## src/rtl/cnn_pkg.sv

```systemverilog
// Shared definitions for the convolution window front end: default geometry,
// counter widths, window FSM encoding and the window element index helper.
package cnn_pkg;

   localparam int IN_BIT_SIZE_D   = 8;
   localparam int KERNEL_WIDTH_D  = 4;
   localparam int KERNEL_HEIGHT_D = 3;
   localparam int IMG_WIDTH_D     = 28;
   localparam int IMG_HEIGHT_D    = 28;
   localparam int ROW_W_D         = $clog2(IMG_HEIGHT_D);
   localparam int COL_W_D         = $clog2(IMG_WIDTH_D);

   typedef enum logic [1:0] {
      ST_ACCEPT = 2'd0,
      ST_RUN    = 2'd1,
      ST_CLEAR  = 2'd2
   } win_state_e;

   // Flat element index of window row r, column c (row-major, top-left is 0).
   function automatic int win_idx(input int r, input int c, input int kw);
      return r * kw + c;
   endfunction

endpackage

```

## src/rtl/conv_window_gen_line_buffer.sv

```systemverilog
// Circular delay line: dout is the sample written DEPTH enabled cycles earlier.
module line_buffer #(
   parameter int W     = 8,
   parameter int DEPTH = 28
) (
   input  logic         clk,
   input  logic         reset,
   input  logic         en,
   input  logic [W-1:0] din,
   output logic [W-1:0] dout
);
   localparam int PW = $clog2(DEPTH);
   localparam logic [PW-1:0] PTR_LAST = PW'(DEPTH - 1);

   logic [W-1:0]  mem_r [DEPTH];
   logic [PW-1:0] ptr_r;

   // Storage write; contents need no reset since they are overwritten before use.
   always_ff @(posedge clk) begin
      if (en) begin
         mem_r[ptr_r] <= din;
      end
   end

   // Write/read pointer advances once per enabled cycle.
   always_ff @(posedge clk or posedge reset) begin
      if (reset) begin
         ptr_r <= '0;
      end else if (en) begin
         ptr_r <= (ptr_r == PTR_LAST) ? '0 : ptr_r + PW'(1);
      end
   end

   // Read happens before this cycle's write lands, giving a full DEPTH delay.
   assign dout = mem_r[ptr_r];

endmodule

```

## src/rtl/conv_window_gen.sv

```systemverilog
// Raster pixel stream to KERNEL_HEIGHT x KERNEL_WIDTH sliding window, handshaking
// each valid window through the subkernel start/done/clear sequence.
module conv_window_gen #(
   parameter int IN_BIT_SIZE   = 8,
   parameter int KERNEL_WIDTH  = 4,
   parameter int KERNEL_HEIGHT = 3,
   parameter int IMG_WIDTH     = 28,
   parameter int IMG_HEIGHT    = 28
) (
   input  logic                                           clk,
   input  logic                                           reset,
   input  logic [IN_BIT_SIZE-1:0]                         pix_in,
   input  logic                                           pix_valid,
   output logic                                           pix_ready,
   output logic [KERNEL_WIDTH*KERNEL_HEIGHT*IN_BIT_SIZE-1:0] X,
   output logic                                           sub_start,
   output logic                                           sub_clear,
   input  logic                                           sub_done,
   output logic [$clog2(IMG_HEIGHT)-1:0]                  win_row,
   output logic [$clog2(IMG_WIDTH)-1:0]                   win_col,
   output logic                                           frame_done
);
   import cnn_pkg::*;

   localparam int ROW_W = $clog2(IMG_HEIGHT);
   localparam int COL_W = $clog2(IMG_WIDTH);
   localparam int XW    = KERNEL_WIDTH * KERNEL_HEIGHT * IN_BIT_SIZE;
   localparam logic [ROW_W-1:0] ROW_FIRST = ROW_W'(KERNEL_HEIGHT - 1);
   localparam logic [ROW_W-1:0] ROW_LAST  = ROW_W'(IMG_HEIGHT - 1);
   localparam logic [COL_W-1:0] COL_FIRST = COL_W'(KERNEL_WIDTH - 1);
   localparam logic [COL_W-1:0] COL_LAST  = COL_W'(IMG_WIDTH - 1);

   win_state_e       state_r;
   logic [ROW_W-1:0] row_r;
   logic [COL_W-1:0] col_r;
   logic             last_r;
   logic [XW-1:0]    win_next_s;
   logic             accept_s;
   logic             win_valid_s;
   logic             last_px_s;
   logic [IN_BIT_SIZE-1:0] tap_s [KERNEL_HEIGHT];

   assign accept_s    = pix_valid & pix_ready;
   assign win_valid_s = (row_r >= ROW_FIRST) && (col_r >= COL_FIRST);
   assign last_px_s   = (row_r == ROW_LAST) && (col_r == COL_LAST);

   // tap_s[k] is the input stream delayed by k full lines.
   assign tap_s[0] = pix_in;
   for (genvar g = 0; g < KERNEL_HEIGHT - 1; g++) begin : g_lb
      line_buffer #(
         .W     (IN_BIT_SIZE),
         .DEPTH (IMG_WIDTH)
      ) u_lb (
         .clk   (clk),
         .reset (reset),
         .en    (accept_s),
         .din   (tap_s[g]),
         .dout  (tap_s[g+1])
      );
   end

   // Next window: shift each row left, feed the rightmost column from the taps.
   always_comb begin
      win_next_s = X;
      for (int r = 0; r < KERNEL_HEIGHT; r++) begin
         for (int c = 0; c < KERNEL_WIDTH - 1; c++) begin
            win_next_s[win_idx(r, c, KERNEL_WIDTH)*IN_BIT_SIZE +: IN_BIT_SIZE] =
               X[win_idx(r, c + 1, KERNEL_WIDTH)*IN_BIT_SIZE +: IN_BIT_SIZE];
         end
         win_next_s[win_idx(r, KERNEL_WIDTH - 1, KERNEL_WIDTH)*IN_BIT_SIZE +: IN_BIT_SIZE] =
            tap_s[KERNEL_HEIGHT - 1 - r];
      end
   end

   // Window FSM, raster counters and all registered outputs.
   always_ff @(posedge clk or posedge reset) begin
      if (reset) begin
         state_r    <= ST_ACCEPT;
         row_r      <= '0;
         col_r      <= '0;
         last_r     <= 1'b0;
         X          <= '0;
         win_row    <= '0;
         win_col    <= '0;
         pix_ready  <= 1'b1;
         sub_start  <= 1'b0;
         sub_clear  <= 1'b0;
         frame_done <= 1'b0;
      end else begin
         case (state_r)
            ST_ACCEPT: begin
               sub_clear  <= 1'b0;
               frame_done <= 1'b0;
               if (accept_s) begin
                  X <= win_next_s;
                  // The final pixel wraps straight to (0,0) so the next frame needs no gap.
                  if (col_r == COL_LAST) begin
                     col_r <= '0;
                     row_r <= (row_r == ROW_LAST) ? '0 : row_r + ROW_W'(1);
                  end else begin
                     col_r <= col_r + COL_W'(1);
                  end
                  if (win_valid_s) begin
                     state_r   <= ST_RUN;
                     pix_ready <= 1'b0;
                     sub_start <= 1'b1;
                     win_row   <= row_r - ROW_FIRST;
                     win_col   <= col_r - COL_FIRST;
                     last_r    <= last_px_s;
                  end
               end
            end
            ST_RUN: begin
               if (sub_done) begin
                  state_r    <= ST_CLEAR;
                  sub_start  <= 1'b0;
                  sub_clear  <= 1'b1;
                  frame_done <= last_r;
               end
            end
            ST_CLEAR: begin
               state_r    <= ST_ACCEPT;
               sub_clear  <= 1'b0;
               frame_done <= 1'b0;
               pix_ready  <= 1'b1;
               last_r     <= 1'b0;
            end
            default: begin
               state_r    <= ST_ACCEPT;
               pix_ready  <= 1'b1;
               sub_start  <= 1'b0;
               sub_clear  <= 1'b0;
               frame_done <= 1'b0;
            end
         endcase
      end
   end

endmodule
```

## config.mk

```make
export PLATFORM = sky130hd
export DESIGN_NAME = conv_window_gen
export DESIGN_NICKNAME = d
export VERILOG_FILES = /design/src/rtl/cnn_pkg.sv /design/src/rtl/conv_window_gen_line_buffer.sv /design/src/rtl/conv_window_gen.sv
export SDC_FILE = /design/constraint.sdc
export NUM_CORES = 1
export LEC_CHECK = 0
export ABC_AREA = 0
export CAP_MARGIN = 20
export CELL_PAD_IN_SITES_DETAIL_PLACEMENT = 1
export CELL_PAD_IN_SITES_GLOBAL_PLACEMENT = 1
export CORE_MARGIN = 3
export CORE_UTILIZATION = 40
export DETAILED_ROUTE_END_ITERATION = 8
export PLACE_DENSITY = 0.66
export SKIP_CTS_REPAIR_TIMING = 1
export SYNTH_ARGS = -nofsm -noshare
export SYNTH_HDL_FRONTEND = slang
export SYNTH_SLANG_ARGS = --single-unit
```

## constraint.sdc

```tcl
create_clock -name clk -period 6 [get_ports clk]
set_input_delay 0.9 -clock clk [delete_from_list [all_inputs] [get_ports clk]]
set_output_delay 0.9 -clock clk [all_outputs]
set_load 0.01 [all_outputs]
```

* Word level (Yosys, flattened, before mapping)
Memories as Yosys holds them, arrays and structs flattened. A register that Yosys moved wholly into a read port is not among the register bits.
Index checks and enable logic that the tools add are counted.
** Storage, ports and cells
- Word-level logic and storage cells :: 70
- Input port bits :: 12
- Memories kept :: 2
- Register bits after elaboration :: 133
- RAM bits :: 448
- Output and inout bits :: 110
** Memory list
- g_lb[0].u_lb.mem_r :: words 28, width 8, read ports 1, clocked after memory_dff 0, wr ports 1, RTL line conv_window_gen_line_buffer.sv:15 : logic [W-1:0] mem_r [DEPTH];
- g_lb[1].u_lb.mem_r :: words 28, width 8, read ports 1, clocked after memory_dff 1, wr ports 1, RTL line conv_window_gen_line_buffer.sv:15
** Cells by class
- $lt $le $gt $ge :: 2
- Equal/unequal tests :: 9
- Add/subtract/negate cells :: 6
- Multiplexer cells :: 24
- Reduce and logical (&&, ||, !) cells :: 11
- Bitwise logic cells :: 3
** Operator list (count)
- $add 5x1->5 const B :: 4
- $eq 5x5->1 const B :: 4
- $mux 5 :: 4
- $reduce_and 3->1 :: 5
- $mux 1 :: 13
- $ge 5x2->1 const B :: 2
- $sub 5x2->5 const B :: 2
- $mux 2 :: 3
- $ne 2x2->1 const B :: 3
- $pmux 1 s2 :: 2
- $pmux 2 s2 :: 1
- $reduce_and 4->1 :: 1
- $pmux 1 s3 :: 1
- $eq 2x1->1 const B :: 1
- $eq 2x2->1 const B :: 1
- $logic_and 1x1->1 :: 2
- $logic_not 2->1 :: 1
- $not 1->1 :: 2
- $reduce_and 2->1 :: 1
- $reduce_bool 2->1 :: 1
- $and 1x1->1 :: 1

* Depth between registers and ports, before layout
- Depth after elaboration :: 5
- Gate-level depth with buffers :: 8
- Gate-level depth less buffers :: 7

* Modules after synthesis
Synthesis repeated with hierarchy kept, for this count alone.
** Unflattened totals
- Cells, all modules :: 1518
- Area total of the unflattened synthesis :: 23119.7 µm²
** Modules (own cells, without submodules)
- line_buffer at g_lb[1].u_lb :: area each 9112.5 µm², sequential area each 6851.6 µm², instances 1, cells each 493
- line_buffer at g_lb[0].u_lb :: area each 9078.7 µm², sequential area each 6851.6 µm², instances 1, cells each 505
- conv_window_gen :: area each 4928.5 µm², sequential area each 3079.2 µm², instances 1, cells each 520

* Worst setup path after synthesis
No wires, ideal clock.
- Kind :: register -> register
- Start :: reg g_lb[0].u_lb.ptr_r[1]
- End :: reg X[62]
- Setup slack :: 3509 ps
- Clock period less this slack :: 2491 ps
- Data required time :: 5873 ps
- Cell stages (with the launch flop) :: 9
- Setup time :: 127 ps
- Buffers on the path :: 3
- Data arrival time :: 2364 ps
- Cell sequence :: dfrtp_1 buf_2 buf_2 buf_2 mux2i_1 o22ai_1 nor3_1 nand4_1 mux2_2
** Between the ends
- Word-level cells in the longest chain between the ends :: 1
** RTL lines
- from (decl) :: RTL line conv_window_gen_line_buffer.sv:16 : logic [PW-1:0] ptr_r;
- from (signal assigned) :: RTL line conv_window_gen_line_buffer.sv:30 : ptr_r <= (ptr_r == PTR_LAST) ? '0 : ptr_r + PW'(1);
- $mem_v2 28x8
- via g_lb[0].u_lb.dout[6] :: RTL line conv_window_gen_line_buffer.sv:10 : output logic [W-1:0] dout
- to (signal assigned) :: RTL line conv_window_gen.sv:95 : X <= win_next_s;
- to (decl) :: RTL line conv_window_gen.sv:15 : output logic [KERNEL_WIDTH*KERNEL_HEIGHT*IN_BIT_SIZE-1:0] X,
The timed path passes the listed nets, and every way through them passes these cells.
A chain may end at the register's enable or synchronous reset.

* Final worst setup path
- Start :: reg g_lb[0].u_lb.ptr_r[1]
- End :: reg X[58]
Same word-level chain as after synthesis.

==> metrics.md <==
| Metric | Value |
|---|---|
| Synth Warn # | `0` |
| Core region area | `0.05650 mm^2` |
| Ports | `122` |
| Flop-to-flop setup slack | `2.74 ns` |
| Worst Path Buf+Inv | `2` |
| CP max-delay cell | `dfrtp_4` |
| Status | `finished clean` |
| Final hold violation count | `0` |
| Crit path required time | `6.50 ns` |
| Antenna Nets Post-Route | `0` |
| Crit path capture type | `flop` |
| Critical path arrival | `3.76 ns` |
| CTS tree | `done` |
| Post-Place Setup Slack | `between 2 and 2.5 ns` |
| Leakage | `9.782 nW` |
| Netlist cell types | `59` |
| Final WL | `56,420 um` |
| Total vias in the final route | `12,990` |
| GPL Wtd Cong | `0.8184` |
| Startpoint types | `flop` |
| Top-area cell type share of the netlist area | `0.5872` |
| Unrepaired setup endpoints after global routing | `false` |
| Period utilization | `0.5436` |
| Fmax | `306.6 MHz` |
| Syn-to-layout area delta | `18.76%` |
| Routing usage on met3 | `0.03184` |
| Clk sinks | `581` |
| Maxcap violations | `0` |
| Die Wd | `around 250 um` |
| Worst hold path depth | `2` |
| Starting DRC count in detailed routing | `1,120` |
| Maximum vdd drop | `0.2599 mV` |
| Worst-Skew Late Latency | `approximately 0.62 ns` |
| Most used cell along the critical path | `buf_4` |
| Synth Flop Type | `edfxtp_1` |
| Setup violators final | `0` |
| Via density | `5.359` |
| Reg2Reg Launch Point | `g_lb[0].u_lb.ptr_r[1]` |
| Crit path time final | `3.262 ns` |
| Worst Setup SP | `g_lb[0].u_lb.ptr_r[1]` |
| CTS buffer count | `61` |
| Initial core utilization | `0.4055` |
| First-pass GRT wire length | `between 80,000 and 90,000 um` |
| Worst Hold Class | `flop to flop` |
| Commonest cells after routing, fill and taps aside | `edfxtp_1 (448), nand2_1 (275), dfrtp_1 (128), clkdlybuf4s50_1 (121), mux2i_1 (117)` |
| Slew Limit Headroom | `0.4175` |
| Synth top area cells | `edfxtp_1 (59%), dfrtp_1 (14%), mux4_2 (5.2%)` |
| Sequential share of the synthesized area | `0.7325` |
| # nets final | `around 1,600` |
| GRT Max-Usage Layer | `met2` |
| Worst r2r dst | `X[58]` |
| Global route overflow | `0` |
| # rows | `87` |
| Layout cells sized above 1 | `0.1325` |
| EDFF count, synth | `~450` |
| Tightest Pin Transition | `0.8738 ns` |
| WP depth | `7` |
| Chip height | `about 250 um` |
| Initial antenna violation count | `1` |
| Max Slew Vio Count | `0` |
| CP Cell Sequence | `buf_4 -> mux2i_1 -> o22ai_1 -> nor4_1 -> o21ai_2 -> buf_4 -> mux2_2` |
| Largest net degree at the start of global routing | `75` |
| Syn Area/Cell | `15.53 um^2` |
| Power density over the cells | `529.8 mW/mm^2` |
| Family with the most delay on the worst path | `buffers and inverters` |
| CP max FO | `35` |
| Met1 Track Usage GR | `0.2710` |
| Vias in the first global route | `13,740` |
| Yosys top cell by area | `edfxtp_1` |
| Min-Delay Startpoint | `X[4]` |
| Max incr delay on CP | `0.78 ns` |
| DR pass1 iterations | `4` |
| Critical path class | `flop to flop` |
| Min-Delay Endpoint | `X[4]` |
| Grt met2 use | `0.2950` |
| CTS Root Cell | `clkbuf_16` |
| # port buffers | `121` |
| Die ar. | `roughly 0.06 mm^2` |
| TNS Setup | `0 ns` |
| Commonest non-fill, non-tap cell in the layout | `edfxtp_1` |
| Clock Skew | `~0.04 ns` |
| Syn_nets | `1,500` |
| DRC errors left | `0` |
| Final worst slack | `2.738 ns` |
| Longest Clk Path Bufs | `3` |
| Seq cells post-synth | `581` |
| Diode count | `0` |
| Total GRT Usage | `0.1878` |
| R2R depth | `7` |
| Clk slew on worst S/H paths | `0.06 ns` |
| Syn Std Cell Area | `~0.023 mm^2` |
| Post-synth ARST share | `0.2289` |
| Post-synthesis instance total | `1,475` |
| DP HPWL | `35,760 um` |
| Avg WL per Cell | `23.28 um` |
| CTS H-tree depth | `2` |
## sequential cells by signal (all words and copies together), names as in the netlist
signal           flops
X                   96
win_col              5
frame_done           1
last_r               1
sub_start            1
pix_ready            1
row_r                5
g_lb.u_lb.ptr_r     10
col_r                5
g_lb.u_lb.mem_r    448
win_row              5
state_r              2
sub_clear            1
## worst register-to-register path, cell delays in order, from the launching register on
cell	delay, ns
dfrtp_4	0.78
buf_4	0.52
mux2i_1	0.33
o22ai_1	0.12
nor4_1	0.68
o21ai_2	0.10
buf_4	0.28
mux2_2	0.32
## cell usage after synthesis (5+ instances only)
master and count:
buf_2 37, mux2i_1 117, nor4_1 8, o22ai_1 38
edfxtp_1 448, buf_1 5, nor2b_1 16, xnor2_1 6
a31oi_1 9, a21oi_1 25, inv_1 12, nor3_1 16
dfrtp_1 132, nor2_1 84, mux4_2 53, ha_1 13
clkbuf_1 27, a22oi_1 12, nand2_1 275, nand2b_1 6
mux2_2 21, nand4_1 8, a21o_1 5, o21ai_1 5
o21ai_0 20, nand3_1 18
## logic make-up after synthesis
| family | share of synthesized area |
|---|---|
| adders and majority gates | 0.007100 |
| muxes | 0.1175 |
| DFF | 0.7325 |
| AOI/OAI and AO/OA | 0.03692 |
| and+or+nand+nor | 0.08569 |
| buffers and inverters | 0.01764 |
| xor gates and xnor gates | 0.002676 |
## layer usage
metal | wire (um) | vias to the layer above
met5 | 13 | -
met4 | 1416 | 2
met3 | 3176 | 92
met2 | 25800 | 372
met1 | 26010 | 6712
li1 | - | 5813
## layout make-up
class | instances | area [um^2]
well taps | 756 | 945.9
inverters | 12 | 50.05
flip-flops and latches | 581 | 16790
multi-input cells | 806 | 5749
fillers | 5432 | 29290
clock buffers | 76 | 1634
repair buffers | 154 | 1504
clock inverters | 39 | 533.0
## through the flow
stage	hold slack (ns)	area, um^2	power, mW	utilization	cells
floorplan	0.4734	22910	8.387	-	1475
global placement	0.4566	24920	10.32	0.4411	2299
detailed placement	0.4610	24980	10.45	0.4421	2302
CTS	0.4762	27150	14.50	0.4805	2417
global route	0.4971	27210	15.11	0.4816	2424
finish	0.4722	27210	14.42	0.4816	2424
## power by group
part	total (mW)	internal [mW]	switching (mW)	leakage [nW]
Combinational	4.39	1.80	2.59	3.04
Clock	4.05	2.48	1.57	1.06
Sequential	5.97	5.39	0.582	5.69
## worst max path at each step
stage,slack (ns),to
2_1_floorplan,1.55,X[0]
3_3_place_gp,2.21,g_lb[1].u_lb.mem_r[11][2]
3_5_place_dp,2.06,g_lb[1].u_lb.mem_r[11][2]
4_1_cts,2.45,X[56]
5_1_grt,2.48,X[57]
6_report,2.74,X[58]
(Power assumes the default switching activity.)
